--- src/rtl/mdu_div_pkg.sv ---
// Shared CPU definitions used by the iterative divider: FSM state encoding
// and the ALU-control opcodes that select the divide/remainder operations.
package mdu_div_pkg;

   typedef enum logic [1:0] {
      IDLE = 2'd0,
      CALC = 2'd1,
      DONE = 2'd2
   } div_state_e;

   localparam logic [3:0] ALU_DIV  = 4'd8;
   localparam logic [3:0] ALU_DIVU = 4'd9;
   localparam logic [3:0] ALU_REM  = 4'd10;
   localparam logic [3:0] ALU_REMU = 4'd11;

endpackage

--- src/rtl/mdu_div_core_step.sv ---
// One radix-2 restoring division step: shifts the next dividend bit into the
// partial remainder and subtracts the divisor when it fits.
module div_core_step #(
   parameter int WIDTH = 32
) (
   input  logic [WIDTH-1:0] rem_i,
   input  logic             dvd_bit_i,
   input  logic [WIDTH-1:0] dvs_i,
   output logic [WIDTH-1:0] rem_o,
   output logic             q_bit_o
);

   logic [WIDTH:0] shifted;
   logic [WIDTH:0] diff;

   always_comb begin
      shifted = {rem_i, dvd_bit_i};
      diff    = shifted - {1'b0, dvs_i};
      // The partial remainder stays below the divisor, so a borrow shows up
      // in the extra top bit exactly when the divisor does not fit.
      q_bit_o = ~diff[WIDTH];
      rem_o   = q_bit_o ? diff[WIDTH-1:0] : shifted[WIDTH-1:0];
   end

endmodule

--- src/rtl/mdu_div.sv ---
// Iterative restoring divider for DIV/DIVU: converts operands to magnitudes,
// runs WIDTH restoring steps, then applies the sign fix-up into the result.
module mdu_div
   import mdu_div_pkg::*;
#(
   parameter int WIDTH = 32
) (
   input  logic               clk,
   input  logic               rst,
   input  logic               start,
   input  logic               signed_div,
   input  logic [WIDTH-1:0]   dividend,
   input  logic [WIDTH-1:0]   divisor,
   input  logic               cancel,
   output logic               stall,
   output logic               valid,
   output logic [2*WIDTH-1:0] result,
   output logic               div_by_zero
);

   localparam int CNT_W = $clog2(WIDTH + 1);

   div_state_e         state_q, state_d;
   logic [CNT_W-1:0]   cnt_q, cnt_d;
   logic [WIDTH-1:0]   rem_q, rem_d;
   logic [WIDTH-1:0]   quo_q, quo_d;
   logic [WIDTH-1:0]   dvs_q, dvs_d;
   logic               neg_quo_q, neg_quo_d;
   logic               neg_rem_q, neg_rem_d;
   logic               zero_q, zero_d;
   logic [2*WIDTH-1:0] result_q, result_d;
   logic               dbz_q, dbz_d;

   logic [WIDTH-1:0]   step_rem, quo_next, quo_fix, rem_fix, dvd_mag, dvs_mag;
   logic               step_bit, dvd_neg, dvs_neg;

   div_core_step #(.WIDTH(WIDTH)) u_step (
      .rem_i     (rem_q),
      .dvd_bit_i (quo_q[WIDTH-1]),
      .dvs_i     (dvs_q),
      .rem_o     (step_rem),
      .q_bit_o   (step_bit)
   );

   // NOTE: combinational blocks use blocking '=' so later lines see the
   // values computed above them; only clocked blocks use '<='.
   always_comb begin
      dvd_neg  = signed_div & dividend[WIDTH-1];
      dvs_neg  = signed_div & divisor[WIDTH-1];
      dvd_mag  = dvd_neg ? -dividend : dividend;
      dvs_mag  = dvs_neg ? -divisor : divisor;
      quo_next = {quo_q[WIDTH-2:0], step_bit};
      // Divide-by-zero skips the quotient fix-up; the remainder fix-up then
      // reproduces the raw dividend from its magnitude.
      quo_fix  = zero_q ? '1 : (neg_quo_q ? -quo_next : quo_next);
      rem_fix  = neg_rem_q ? -step_rem : step_rem;
   end

   // NOTE: every signal is given its hold value first, so no path through
   // the case statement can leave one unassigned and infer a latch.
   always_comb begin
      state_d   = state_q;
      cnt_d     = cnt_q;
      rem_d     = rem_q;
      quo_d     = quo_q;
      dvs_d     = dvs_q;
      neg_quo_d = neg_quo_q;
      neg_rem_d = neg_rem_q;
      zero_d    = zero_q;
      result_d  = result_q;
      dbz_d     = dbz_q;
      case (state_q)
         IDLE: begin
            if (start && !cancel) begin
               state_d   = CALC;
               cnt_d     = '0;
               rem_d     = '0;
               quo_d     = dvd_mag;
               dvs_d     = dvs_mag;
               neg_quo_d = dvd_neg ^ dvs_neg;
               neg_rem_d = dvd_neg;
               zero_d    = (divisor == '0);
            end
         end
         CALC: begin
            if (cancel) begin
               state_d = IDLE;
            end else begin
               rem_d = step_rem;
               quo_d = quo_next;
               cnt_d = cnt_q + CNT_W'(1);
               if (cnt_q == CNT_W'(WIDTH - 1)) begin
                  state_d  = DONE;
                  result_d = {rem_fix, quo_fix};
                  dbz_d    = zero_q;
               end
            end
         end
         DONE:    state_d = IDLE;
         default: state_d = IDLE;
      endcase
   end

   always_ff @(posedge clk or negedge rst) begin
      if (!rst) begin
         state_q   <= IDLE;
         cnt_q     <= '0;
         rem_q     <= '0;
         quo_q     <= '0;
         dvs_q     <= '0;
         neg_quo_q <= 1'b0;
         neg_rem_q <= 1'b0;
         zero_q    <= 1'b0;
         result_q  <= '0;
         dbz_q     <= 1'b0;
      end else begin
         state_q   <= state_d;
         cnt_q     <= cnt_d;
         rem_q     <= rem_d;
         quo_q     <= quo_d;
         dvs_q     <= dvs_d;
         neg_quo_q <= neg_quo_d;
         neg_rem_q <= neg_rem_d;
         zero_q    <= zero_d;
         result_q  <= result_d;
         dbz_q     <= dbz_d;
      end
   end

   assign stall       = (start && state_q == IDLE && !cancel) || (state_q == CALC);
   assign valid       = (state_q == DONE) && !cancel;
   assign result      = result_q;
   assign div_by_zero = dbz_q;

endmodule

--- config.mk ---
export PLATFORM = sky130hd
export DESIGN_NAME = mdu_div
export DESIGN_NICKNAME = d
export VERILOG_FILES = /design/src/rtl/mdu_div_pkg.sv /design/src/rtl/mdu_div_core_step.sv /design/src/rtl/mdu_div.sv
export SDC_FILE = /design/constraint.sdc
export NUM_CORES = 1
export LEC_CHECK = 0
export ABC_AREA = 1
export ABC_CLOCK_PERIOD_IN_PS = 3600
export CORE_ASPECT_RATIO = 1.75
export CORE_MARGIN = 2
export CORE_UTILIZATION = 55
export DETAILED_ROUTE_END_ITERATION = 6
export DONT_BUFFER_PORTS = 1
export PLACE_DENSITY = 0.76
export SLEW_MARGIN = 40
export SYNTH_ARGS = -nofsm -noshare
export SYNTH_HDL_FRONTEND = slang
export SYNTH_SLANG_ARGS = --single-unit
--- constraint.sdc ---
create_clock -name clk -period 3.6 [get_ports clk]
set_input_delay 0 -clock clk [delete_from_list [all_inputs] [get_ports clk]]
set_output_delay 0 -clock clk [all_outputs]
set_load 0.005 [all_outputs]
==> impl_metrics.env, run 1 <==
export IMPL_via_per_inst=5.743
export IMPL_holdCritPathClass="in -> async"
export IMPL_ys_top_cells_by_area="dfrtp_1, nand2_1, inv_1"
export IMPL_yosysSeqAreaShare=0.3367
export IMPL_drt_wl_total_um=45250
export IMPL_required_ps=3950
export IMPL_syn_avg_cell_area_um2=6.689
export IMPL_vias=13249
export IMPL_grt_pass1_wl_um=69680
export IMPL_die_h_um=205.7
export IMPL_avgRoutedWirePerCell_um=19.62
export IMPL_diodes=0
export IMPL_track_usage=0.3746
export IMPL_arrival_ps=3840
export IMPL_synth_top_flop_cell="dfrtp_1"
export IMPL_area_growth_synth_to_final_pct=16.65
export IMPL_peakVddDrop_v=0.0004313
export IMPL_first_pass_iters=5
export IMPL_wl_met2_um=23130
export IMPL_dr_wl_met3_um=2062
export IMPL_die_area_um2=24520
export IMPL_worst_skew_pair_late_latency_ps=460
export IMPL_cp_start_kind="flip-flop"
export IMPL_hold_ws_ps=-756.4
export IMPL_num_io_pins=136
export IMPL_cts_tree="built"
export IMPL_netlist_instances=1911
export IMPL_outcome="finished with violations"
export IMPL_place_hpwl_um=33140
export IMPL_setup_viol=0
export IMPL_async_flop_share=1.000
export IMPL_stdcell_count=2307
export IMPL_setup_tns_ps=0
export IMPL_overflow=0
export IMPL_grt_setup_unrepaired="yes"
export IMPL_period_minus_slack_ps=3490
export IMPL_drive_gt1_frac=0.1046
export IMPL_clock_sinks=172
export IMPL_drtIter0Drc=937
export IMPL_period_share=0.9694
export IMPL_synth_largest_area_cell="dfrtp_1"
export IMPL_cp_common_cell="nand2_2"
export IMPL_clkTransAtPathRegs_ps=80
export IMPL_yosysWarnings=0
export IMPL_antenna_found_initial=0
export IMPL_drc=0
export IMPL_relSlewSlack=0.4932
export IMPL_start_util=0.5620
export IMPL_finalCoreUtilization=0.6556
export IMPL_port_buffers=0
export IMPL_post_place_cells=2188
export IMPL_ant_nets=0
export IMPL_ys_types=49
export IMPL_synth_edf_count=0
export IMPL_critical_path_max_stage_delay_ps=420
export IMPL_reg2reg_depth=27
export IMPL_critPathKind="reg -> reg"
export IMPL_coreArea_um2=22740
export IMPL_critPathMaxFanout=3
export IMPL_cts_htree_levels=4
export IMPL_hold_viol=172
export IMPL_p_leak_nw=7.411
export IMPL_ctsLongestPathBuffers=2
export IMPL_grt_max_degree=173
export IMPL_netlist_area_um2=12780
export IMPL_tightest_slew_ps=759.4
export IMPL_cts_root_buf="clkbuf_16"
export IMPL_dp_slack_ps=-10.02
export IMPL_grt_pass1_vias=13586
export IMPL_violations="negative hold slack"
export IMPL_setup_slack_ps=110.1
export IMPL_synth_nets=2018
export IMPL_cp_end_kind="flip-flop"
export IMPL_topRoutingLayerUsed="met4"
export IMPL_max_freq_mhz=286.5
export IMPL_place_gp_congestion=1.003
export IMPL_tritoncts_num_buffers=17
export IMPL_fin_nets=2101
export IMPL_cp_slowest_cell="dfrtp_1"
export IMPL_finalClockSkew_ps=9.954
export IMPL_synth_seq_cells=172
export IMPL_met1_length_um=14410
export IMPL_die_w_um=119.2
export IMPL_cap_violations=0
export IMPL_holdBufCountCts=79
export IMPL_p_per_area_nw_per_um2=844.3
export IMPL_rows=73
export IMPL_maxSlewViolCount=0
export IMPL_synth_top_cell_area_share=0.3367
==> layer usage <==
layer	up-vias	GRT usage
met5	-	0
li1	6332	-
met2	528	0.6804
met4	0	0.3801
met1	6108	0.3412
met3	281	0.06014
==> timing repair <==
| item | 4_1_cts | 5_1_grt |
|---|---|---|
| setup endpoints to repair | 5 | 41 |
| resized for setup | 3 | 51 |
| pin swaps | 0 | 13 |
| endpoints found under the hold margin | 234 | 172 |
| setup buffers | 0 | 8 |
==> sequential cells by signal (all words and copies together), names as in the netlist <==
signal and count:
result 64, rem_q 32, cnt_q 6, neg_rem_q 1, neg_quo_q 1, dvs_q 32, div_by_zero 1, quo_q 32
zero_q 1, state_q 2
==> cell usage after synthesis (all sizes together), types with 9 or more instances <==
cell type and number:
dfrtp 172, o211ai 22, a31oi 12, a21oi 77, buf 14, clkbuf 45, nor4 9, nor3 31
xnor2 25, nor2 174, nand2 562, ha 37, o22ai 45, nand3b 10, nand4 18, xor2 41
nand3 129, inv 289, o21ai 166
==> where the power goes <==
part           switching, W  total (W)  internal [W]  leakage [nW]
combinational       0.00521    0.00793       0.00272          4.94
clock              0.000925    0.00194       0.00101         0.299
sequential         0.000429    0.00272       0.00229          2.17
==> cell usage in the layout, fill, tap and decap left out, types with 44 or more instances in the layout <==
| cell | Yosys | layout |
|---|---|---|
| inv_1 | 281 | 277 |
| dfrtp_1 | 172 | 172 |
| nor2_1 | 159 | 156 |
| nand3_1 | 122 | 119 |
| o21ai_0 | 155 | 150 |
| nand2_2 | 39 | 44 |
| dlygate4sd3_1 | 0 | 79 |
| nand2_1 | 519 | 512 |
| o22ai_1 | 45 | 45 |
| a21oi_1 | 73 | 69 |
==> through the flow <==
stage / power [W] / instance area (µm²)
after floorplan: 0.007919 / 12790
after global placement: 0.01001 / 13180
after detailed placement: 0.01009 / 13180
after CTS: 0.01213 / 14590
after global routing: 0.01353 / 14910
final: 0.01259 / 14910
==> critical path, delay by kind of cell (launching register included) <==
| kind | cells | cell delay, ps |
|---|---|---|
| flops | 1 | 420 |
| compound gates | 4 | 400 |
| fa+ha+maj | 3 | 690 |
| xor+xnor | 1 | 170 |
| simple gates | 15 | 1300 |
| buf+inv | 4 | 390 |
==> cell families after synthesis <==
kind of cell / after synthesis / share of synthesized area
AND/OR/NAND/NOR: 942 / 0.3204
buffers and inverters: 349 / 0.1074
AO/OA/AOI/OAI: 344 / 0.1525
flip-flops: 172 / 0.3367
XOR/XNOR: 66 / 0.04522
adder cells (fa/ha/maj): 38 / 0.03778
==> final timing paths <==
check / start / endpoint / slack [ps]
min in group clk: divisor[25] / zero_q / 10
max: dvs_q[0] / result[30] / 110
max in group asynchronous: rst / result[37] / 3850
max reg2reg: dvs_q[0] / result[30] / 110
min: rst / state_q[0] / -760
min reg2reg: dvs_q[4] / dvs_q[4] / 490
==> area by class of cell <==
| type | count | area (µm²) |
|---|---|---|
| fill | 2111 | 7833 |
| multi-input combinational | 1390 | 7383 |
| sequential | 172 | 4304 |
| timing repair buffer | 123 | 1150 |
| inverter | 290 | 1090 |
| clock buffer | 18 | 439.2 |
| tap | 300 | 375.4 |
| clock inverter | 14 | 168.9 |
Power figures use the tool's default switching activity.
==> run 2: changes to the inputs <==
--- a/config.mk
+++ b/config.mk
@@ -16,4 +16,5 @@
 export SLEW_MARGIN = 40
 export SYNTH_ARGS = -nofsm -noshare
 export SYNTH_HDL_FRONTEND = slang
+export SYNTH_HIERARCHICAL = 1
 export SYNTH_SLANG_ARGS = --single-unit
==> run 2 against run 1 <==
- the flow still finishes with violations (negative hold slack)
- power up 3.3%
- utilization down 1.4 points
- flip-flop and latch count unchanged
- synthesized cell count up 14%
- clock power about the same
- wire length up 13%
- sequential share of layout area down 0.93 points
- critical endpoint is now result[31]
==> impl_metrics.env, run 2 <==
export IMPL_outcome="finished with violations"
export IMPL_violations="negative hold slack"
export IMPL_antenna_found_initial=2
export IMPL_hold_ws_ps=-748.7
export IMPL_coreArea_um2=24020
export IMPL_finalPower_w=0.01300
export IMPL_place_gp_congestion=1.010
export IMPL_critPathMaxFanout=7
export IMPL_topRoutingLayerUsed="met4"
export IMPL_dp_slack_ps=66.58
export IMPL_dr_wl_met3_um=2677
export IMPL_via_per_inst=5.739
export IMPL_ctsLongestPathBuffers=2
export IMPL_avgRoutedWirePerCell_um=19.86
export IMPL_yosysWarnings=6
export IMPL_ant_nets=0
export IMPL_period_minus_slack_ps=3423
export IMPL_synth_top_cell_area_share=0.3190
export IMPL_vias=14783
export IMPL_cp_start_kind="flip-flop"
export IMPL_arrival_ps=3770
export IMPL_synth_nets=2290
export IMPL_tritoncts_num_buffers=17
export IMPL_setup_slack_ps=177.0
export IMPL_cts_tree="built"
export IMPL_setup_viol=0
export IMPL_crit_buf_inv=5
export IMPL_stdcell_count=2576
export IMPL_maxSlewViolCount=0
export IMPL_period_share=0.9508
export IMPL_final_common_cell="nand2_1"
export IMPL_holdBufCountCts=76
export IMPL_wl_met2_um=26490
export IMPL_area_growth_synth_to_final_pct=14.21
export IMPL_netlist_area_um2=13490
export IMPL_clkTransAtPathRegs_ps=70
export IMPL_drc=0
export IMPL_yosysSeqAreaShare=0.3190
export IMPL_ys_top_cells_by_area="dfrtp_1, nand2_1, inv_1"
export IMPL_grt_pass1_vias=14939
export IMPL_ys_types=43
export IMPL_synth_seq_cells=172
export IMPL_cap_violations=0
export IMPL_num_io_pins=136
export IMPL_grt_setup_unrepaired="yes"
export IMPL_cp_common_cell="nand2_1"
export IMPL_holdCritPathClass="in -> async"
export IMPL_cts_htree_levels=4
export IMPL_start_util=0.5616
export IMPL_die_area_um2=25850
export IMPL_critical_path_max_stage_delay_ps=410
export IMPL_clock_sinks=172
export IMPL_fillCellCount=2355
export IMPL_grt_pass1_wl_um=78400
export IMPL_first_pass_iters=6
export IMPL_fin_nets=2361
export IMPL_worst_skew_pair_late_latency_ps=450
export IMPL_cp_end_kind="flip-flop"
export IMPL_place_hpwl_um=38630
export IMPL_track_usage=0.4069
export IMPL_syn_avg_cell_area_um2=6.180
export IMPL_hold_viol=172
export IMPL_drtIter0Drc=992
export IMPL_drt_wl_total_um=51160
export IMPL_grt_max_degree=173
export IMPL_post_place_cells=2460
export IMPL_ys_top_cells_by_count="nand2_1, inv_1, nor2_1"
export IMPL_die_h_um=211.2
export IMPL_peakVddDrop_v=0.0005347
export IMPL_port_buffers=0
export IMPL_synth_edf_count=0
export IMPL_largest_reg_flops=64
export IMPL_tightest_slew_ps=753.6
export IMPL_final_cell_mix="nand2_1, inv_1, nor2_1"
export IMPL_synth_largest_area_cell="dfrtp_1"
export IMPL_finalClockSkew_ps=15.72
export IMPL_cts_root_buf="clkbuf_16"
export IMPL_drive_gt1_frac=0.06752
export IMPL_rows=75
export IMPL_p_leak_nw=8.141
export IMPL_required_ps=3950
export IMPL_met1_length_um=15800
export IMPL_worst_path_dominant_cell_family="simple AND/OR/NAND/NOR gates"
export IMPL_path_cells="inv_1, ha_1, fa_1, inv_1, nand2_1, nand2_1, nand3_1, nand2_2, nand2_1, nand2_2, nand2_2, nand3_2, nand2_4, inv_1, buf_4, nand3_1, nor2_1, nand3_1, nand2_1, nand2_1, nand2_1, nand3_1, nand2_1, inv_1"
export IMPL_synth_most_common_cell="nand2_1"
export IMPL_max_freq_mhz=292.1
export IMPL_netlist_instances=2183
export IMPL_setup_tns_ps=0
export IMPL_overflow=0
export IMPL_relSlewSlack=0.4946
export IMPL_cp_slowest_cell="fa_1"
export IMPL_critPathKind="reg -> reg"
export IMPL_async_flop_share=1.000
export IMPL_p_per_area_nw_per_um2=843.7
export IMPL_die_w_um=122.4
export IMPL_synth_top_flop_cell="dfrtp_1"
run 2: changes by cell type in the layout (fill, tap and decap cells not counted), moves of 14 or more:
cell     change
o22ai_1     -36
nand3_1     +65
nand2_2     -18
nand2_1    +265
nor3_1      -18
ha_1        +14
nor2_1      +56
o31ai_1     +26
o21ai_0     -42
xnor2_1     -17
run 2: kinds of logic (layout without fill, tap and decap cells):
logic type	Yosys count	after routing	synth area share
AND/OR/NAND/NOR	1291	1293	0.3952
buffers and inverters	368	449	0.1079
AO/OA/AOI/OAI	263	263	0.1091
flip-flops	172	172	0.3190
XOR/XNOR	51	51	0.03311
adder cells (fa/ha/maj)	38	38	0.03580
other	0	2	0
run 2: path summary, 6_finish.rpt:
kind                            slack (ps)    endpoint  depth (start not counted)      start
min in group clk                        20   dvs_q[30]                          4     cancel
worst min-delay path                  -750      zero_q                          0        rst
worst min register to register         480    dvs_q[4]                          2   dvs_q[4]
worst max register to register         180  result[31]                         24  quo_q[31]
max in group asynchronous             3910  result[26]                          0        rst
worst max-delay path                   180  result[31]                         24  quo_q[31]
run 2: repair_timing:
| action | CTS | global route |
|---|---|---|
| buffers inserted | 0 | 4 |
| gates resized for setup | 0 | 50 |
| setup endpoints to repair | 0 | 32 |
| hold endpoints to repair | 249 | 172 |
run 2: metrics by stage:
step / utilization / instance area, µm²
final: 0.6414 / 15410
after global routing: 0.6414 / 15410
after CTS: 0.6329 / 15200
after detailed placement: 0.5754 / 13820
after global placement: 0.5754 / 13820
after floorplan: - / 13490
run 2: metal layers:
layer  global-route usage  up-vias
met5                    0        -
met4               0.4015        0
met3              0.07991      318
met2               0.7264      630
met1               0.3651     6795
li1                     -     7040
run 2: layout make-up:
| class | instances | area [µm²] | area share |
|---|---|---|---|
| Antenna cell | 2 | 5.005 | 0.0003248 |
| Inverter | 306 | 1150 | 0.07462 |
| Clock buffer | 18 | 439.2 | 0.02850 |
| Sequential cell | 172 | 4304 | 0.2793 |
| Multi-Input combinational cell | 1645 | 7876 | 0.5112 |
| Timing Repair Buffer | 112 | 1067 | 0.06927 |
| Tap cell | 308 | 385.4 | 0.02501 |
| Clock inverter | 13 | 181.4 | 0.01177 |
run 2: report_power, final:
part	internal [W]	switching, W	leakage, nW	total, W
sequential	0.00228	0.000517	2.17	0.00280
clock	0.00107	0.000879	0.302	0.00195
combinational	0.00264	0.00562	5.67	0.00826
total	0.00599	0.00701	8.14	0.0130
==> run 3: changes to the inputs <==
--- a/config.mk
+++ b/config.mk
@@ -5,7 +5,7 @@
 export SDC_FILE = /design/constraint.sdc
 export NUM_CORES = 1
 export LEC_CHECK = 0
-export ABC_AREA = 1
+export ABC_AREA = 0
 export ABC_CLOCK_PERIOD_IN_PS = 3600
 export CORE_ASPECT_RATIO = 1.75
 export CORE_MARGIN = 2
==> run 3 against run 2 <==
- the flow finishes with violations (negative hold slack, negative setup slack)
- sequential share of layout area decreased by 0.19 points
- clock power is 7% lower
- power increased by 43%
- clock skew decreased by 2.1 ps
- via count decreased by 19%
- combinational power is 67% higher
- critical path type unchanged
- critical endpoint is now result[63]
==> impl_metrics.env, run 3 <==
export IMPL_outcome="finished with violations"
export IMPL_violations="negative hold slack, negative setup slack"
export IMPL_synth_largest_area_cell="dfrtp_1"
export IMPL_r2r_end="result[63]"
export IMPL_setup_tns_ps=-31900
export IMPL_num_io_pins=136
export IMPL_relSlewSlack=0.4131
export IMPL_peakVddDrop_v=0.0009688
export IMPL_hold_viol=172
export IMPL_drt_wl_total_um=42600
export IMPL_worst_skew_pair_late_latency_ps=450
export IMPL_ys_top_cells_by_area="dfrtp_1, xor2_1, nand2_1"
export IMPL_grt_pass1_wl_um=64180
export IMPL_finalPower_w=0.01859
export IMPL_drc=0
export IMPL_worst_path_dominant_cell_family="simple AND/OR/NAND/NOR gates"
export IMPL_ctsLongestPathBuffers=2
export IMPL_fin_nets=1720
export IMPL_final_common_cell="nand2_1"
export IMPL_place_hpwl_um=28590
export IMPL_async_flop_share=1.000
export IMPL_diodes=0
export IMPL_required_ps=3930
export IMPL_avgRoutedWirePerCell_um=22.72
export IMPL_finalClockSkew_ps=13.61
export IMPL_area_growth_synth_to_final_pct=33.33
export IMPL_critical_path_max_stage_delay_ps=560
export IMPL_overflow=0
export IMPL_ys_types=76
export IMPL_synth_edf_count=0
export IMPL_tritoncts_num_buffers=17
export IMPL_yosysWarnings=6
export IMPL_synth_seq_cells=172
export IMPL_maxSlewViolCount=0
export IMPL_clkTransAtPathRegs_ps=70
export IMPL_ant_nets=0
export IMPL_clock_sinks=172
export IMPL_p_leak_nw=6.809
export IMPL_path_depth=14
export IMPL_finalCoreUtilization=0.7444
export IMPL_cp_start_kind="flip-flop"
export IMPL_arrival_ps=4820
export IMPL_cp_startpoint="rem_q[3]"
export IMPL_design_area_um2=15520
export IMPL_place_area_um2=13390
export IMPL_path_cells="ha_1, a21oi_1, a31oi_2, nor3b_2, o21ai_1, a21oi_1, o21ai_0, xor2_1, mux2_4, or4_4, or4_4, nor3_4, nor3_2, a221o_1"
export IMPL_cap_violations=0
export IMPL_dp_slack_ps=-826.8
export IMPL_die_w_um=114.0
export IMPL_synth_nets=1487
export IMPL_crit_buf_inv=0
export IMPL_die_h_um=196.4
export IMPL_max_freq_mhz=222.9
export IMPL_yosysSeqAreaShare=0.3699
export IMPL_critPathKind="reg -> reg"
export IMPL_drtIter0Drc=829
export IMPL_hold_ws_ps=-758.3
export IMPL_track_usage=0.3784
export IMPL_tightest_slew_ps=875.7
export IMPL_grt_max_degree=173
export IMPL_antenna_found_initial=0
export IMPL_cts_tree="built"
export IMPL_syn_avg_cell_area_um2=8.433
export IMPL_drive_gt1_frac=0.2243
export IMPL_r2r_start="rem_q[3]"
export IMPL_fillCellCount=1409
export IMPL_start_util=0.5583
export IMPL_via_per_inst=6.399
export IMPL_grt_pass1_vias=12232
export IMPL_port_buffers=0
export IMPL_synth_top_cell_area_share=0.3699
export IMPL_cts_htree_levels=4
export IMPL_final_cell_mix="nand2_1, buf_4, dfrtp_1"
export IMPL_coreArea_um2=20850
export IMPL_vias=11998
export IMPL_largest_reg_flops=64
export IMPL_ys_top_cells_by_count="nand2_1, dfrtp_1, o21ai_0"
export IMPL_first_pass_iters=6
export IMPL_rrSetupSlack_ps=-890
export IMPL_setup_viol=57
export IMPL_cp_slowest_cell="or4_4"
export IMPL_die_area_um2=22380
export IMPL_holdCritPathClass="in -> async"
export IMPL_rows=70
export IMPL_critPathMaxFanout=5
export IMPL_cts_root_buf="clkbuf_16"
export IMPL_synth_most_common_cell="nand2_1"
export IMPL_holdBufCountCts=87
export IMPL_setup_slack_ps=-886.0
export IMPL_netlist_instances=1380
export IMPL_cp_endpoint="result[63]"
export IMPL_cp_end_kind="flip-flop"
export IMPL_reg2reg_depth=14
export IMPL_place_gp_congestion=1.019
export IMPL_p_per_area_nw_per_um2=1198
export IMPL_grt_setup_unrepaired="yes"
export IMPL_synth_top_flop_cell="dfrtp_1"
export IMPL_period_share=1.246
export IMPL_period_minus_slack_ps=4486
export IMPL_netlist_area_um2=11640
-- run 3: cell types whose count changed in the layout (fill, tap and decap cells not counted), sizes merged, moves of 22 or more --
cell   previous run  this run
xnor2             8        46
inv             307        54
nand3           188        33
o21ai           117       143
nor2            236       103
mux2              0        22
nand2           806       205
xor2             43       101
buf              36       202
o41ai             0        25
-- run 3: cells by family after synthesis --
group,count (synthesis),synth area share
XOR/XNOR,147,0.1106
AND/OR/NAND/NOR,468,0.1885
buffers and inverters,129,0.04311
multiplexers,34,0.03774
AO/OA/AOI/OAI,392,0.2087
flip-flops,172,0.3699
adder cells (fa/ha/maj),38,0.04150
-- run 3: routing by layer --
metal	track usage	up-vias	wire [µm]
met5	0	-	0
met4	0.3622	0	4958
met3	0.06734	262	2085
met2	0.6876	606	22580
met1	0.3402	5763	12980
li1	-	5367	-
-- run 3: report_power, final --
group,switching (W),internal [W]
sequential,0.000615,0.00232
combinational,0.00746,0.00639
clock,0.000798,0.00101
-- run 3: per-stage QoR --
step,cells,hold WS [ps]
6_report,1875,-758.3
3_5_place_dp,1745,-286.8
2_1_floorplan,1380,-295.6
4_1_cts,1868,-762.5
5_1_grt,1875,-769.1
3_3_place_gp,1745,-286.4
-- run 3: cell type report --
| type | instances | area, µm² | area share |
|---|---|---|---|
| inverter | 54 | 207.7 | 0.01339 |
| sequential | 172 | 4304 | 0.2774 |
| timing repair buffer | 289 | 2425 | 0.1563 |
| clock inverter | 10 | 118.9 | 0.007661 |
| tap | 252 | 315.3 | 0.02032 |
| multi-input combinational | 1079 | 7712 | 0.4971 |
| clock buffer | 19 | 432.9 | 0.02790 |
-- run 3: what timing repair did --
action / CTS / global route
gates resized for setup: 59 / 38
setup endpoints to repair: 61 / 64
hold endpoints to repair: 245 / 172
pin swaps: 24 / 29
setup buffers: 7 / 7
-- run 3: how the worst min path moves through the flow --
| stage | depth (start not counted) | startpoint | slack (ps) | to |
|---|---|---|---|---|
| after floorplan | 0 | rst | -300 | cnt_q[0] |
| after global placement | 0 | rst | -290 | dvs_q[12] |
| after detailed placement | 0 | rst | -290 | dvs_q[12] |
| after CTS | 0 | rst | -760 | dvs_q[12] |
| after global routing | 0 | rst | -770 | dvs_q[22] |
| final | 0 | rst | -760 | dvs_q[12] |
-- run 3: worst reg2reg max path, stage by stage (launching register included) --
cell and delay (ps):
dfrtp_1 480, ha_1 420, a21oi_1 360, a31oi_2 180, nor3b_2 280, o21ai_1 120
a21oi_1 250, o21ai_0 140, xor2_1 210, mux2_4 310, or4_4 560, or4_4 500
nor3_4 190, nor3_2 70, a221o_1 290
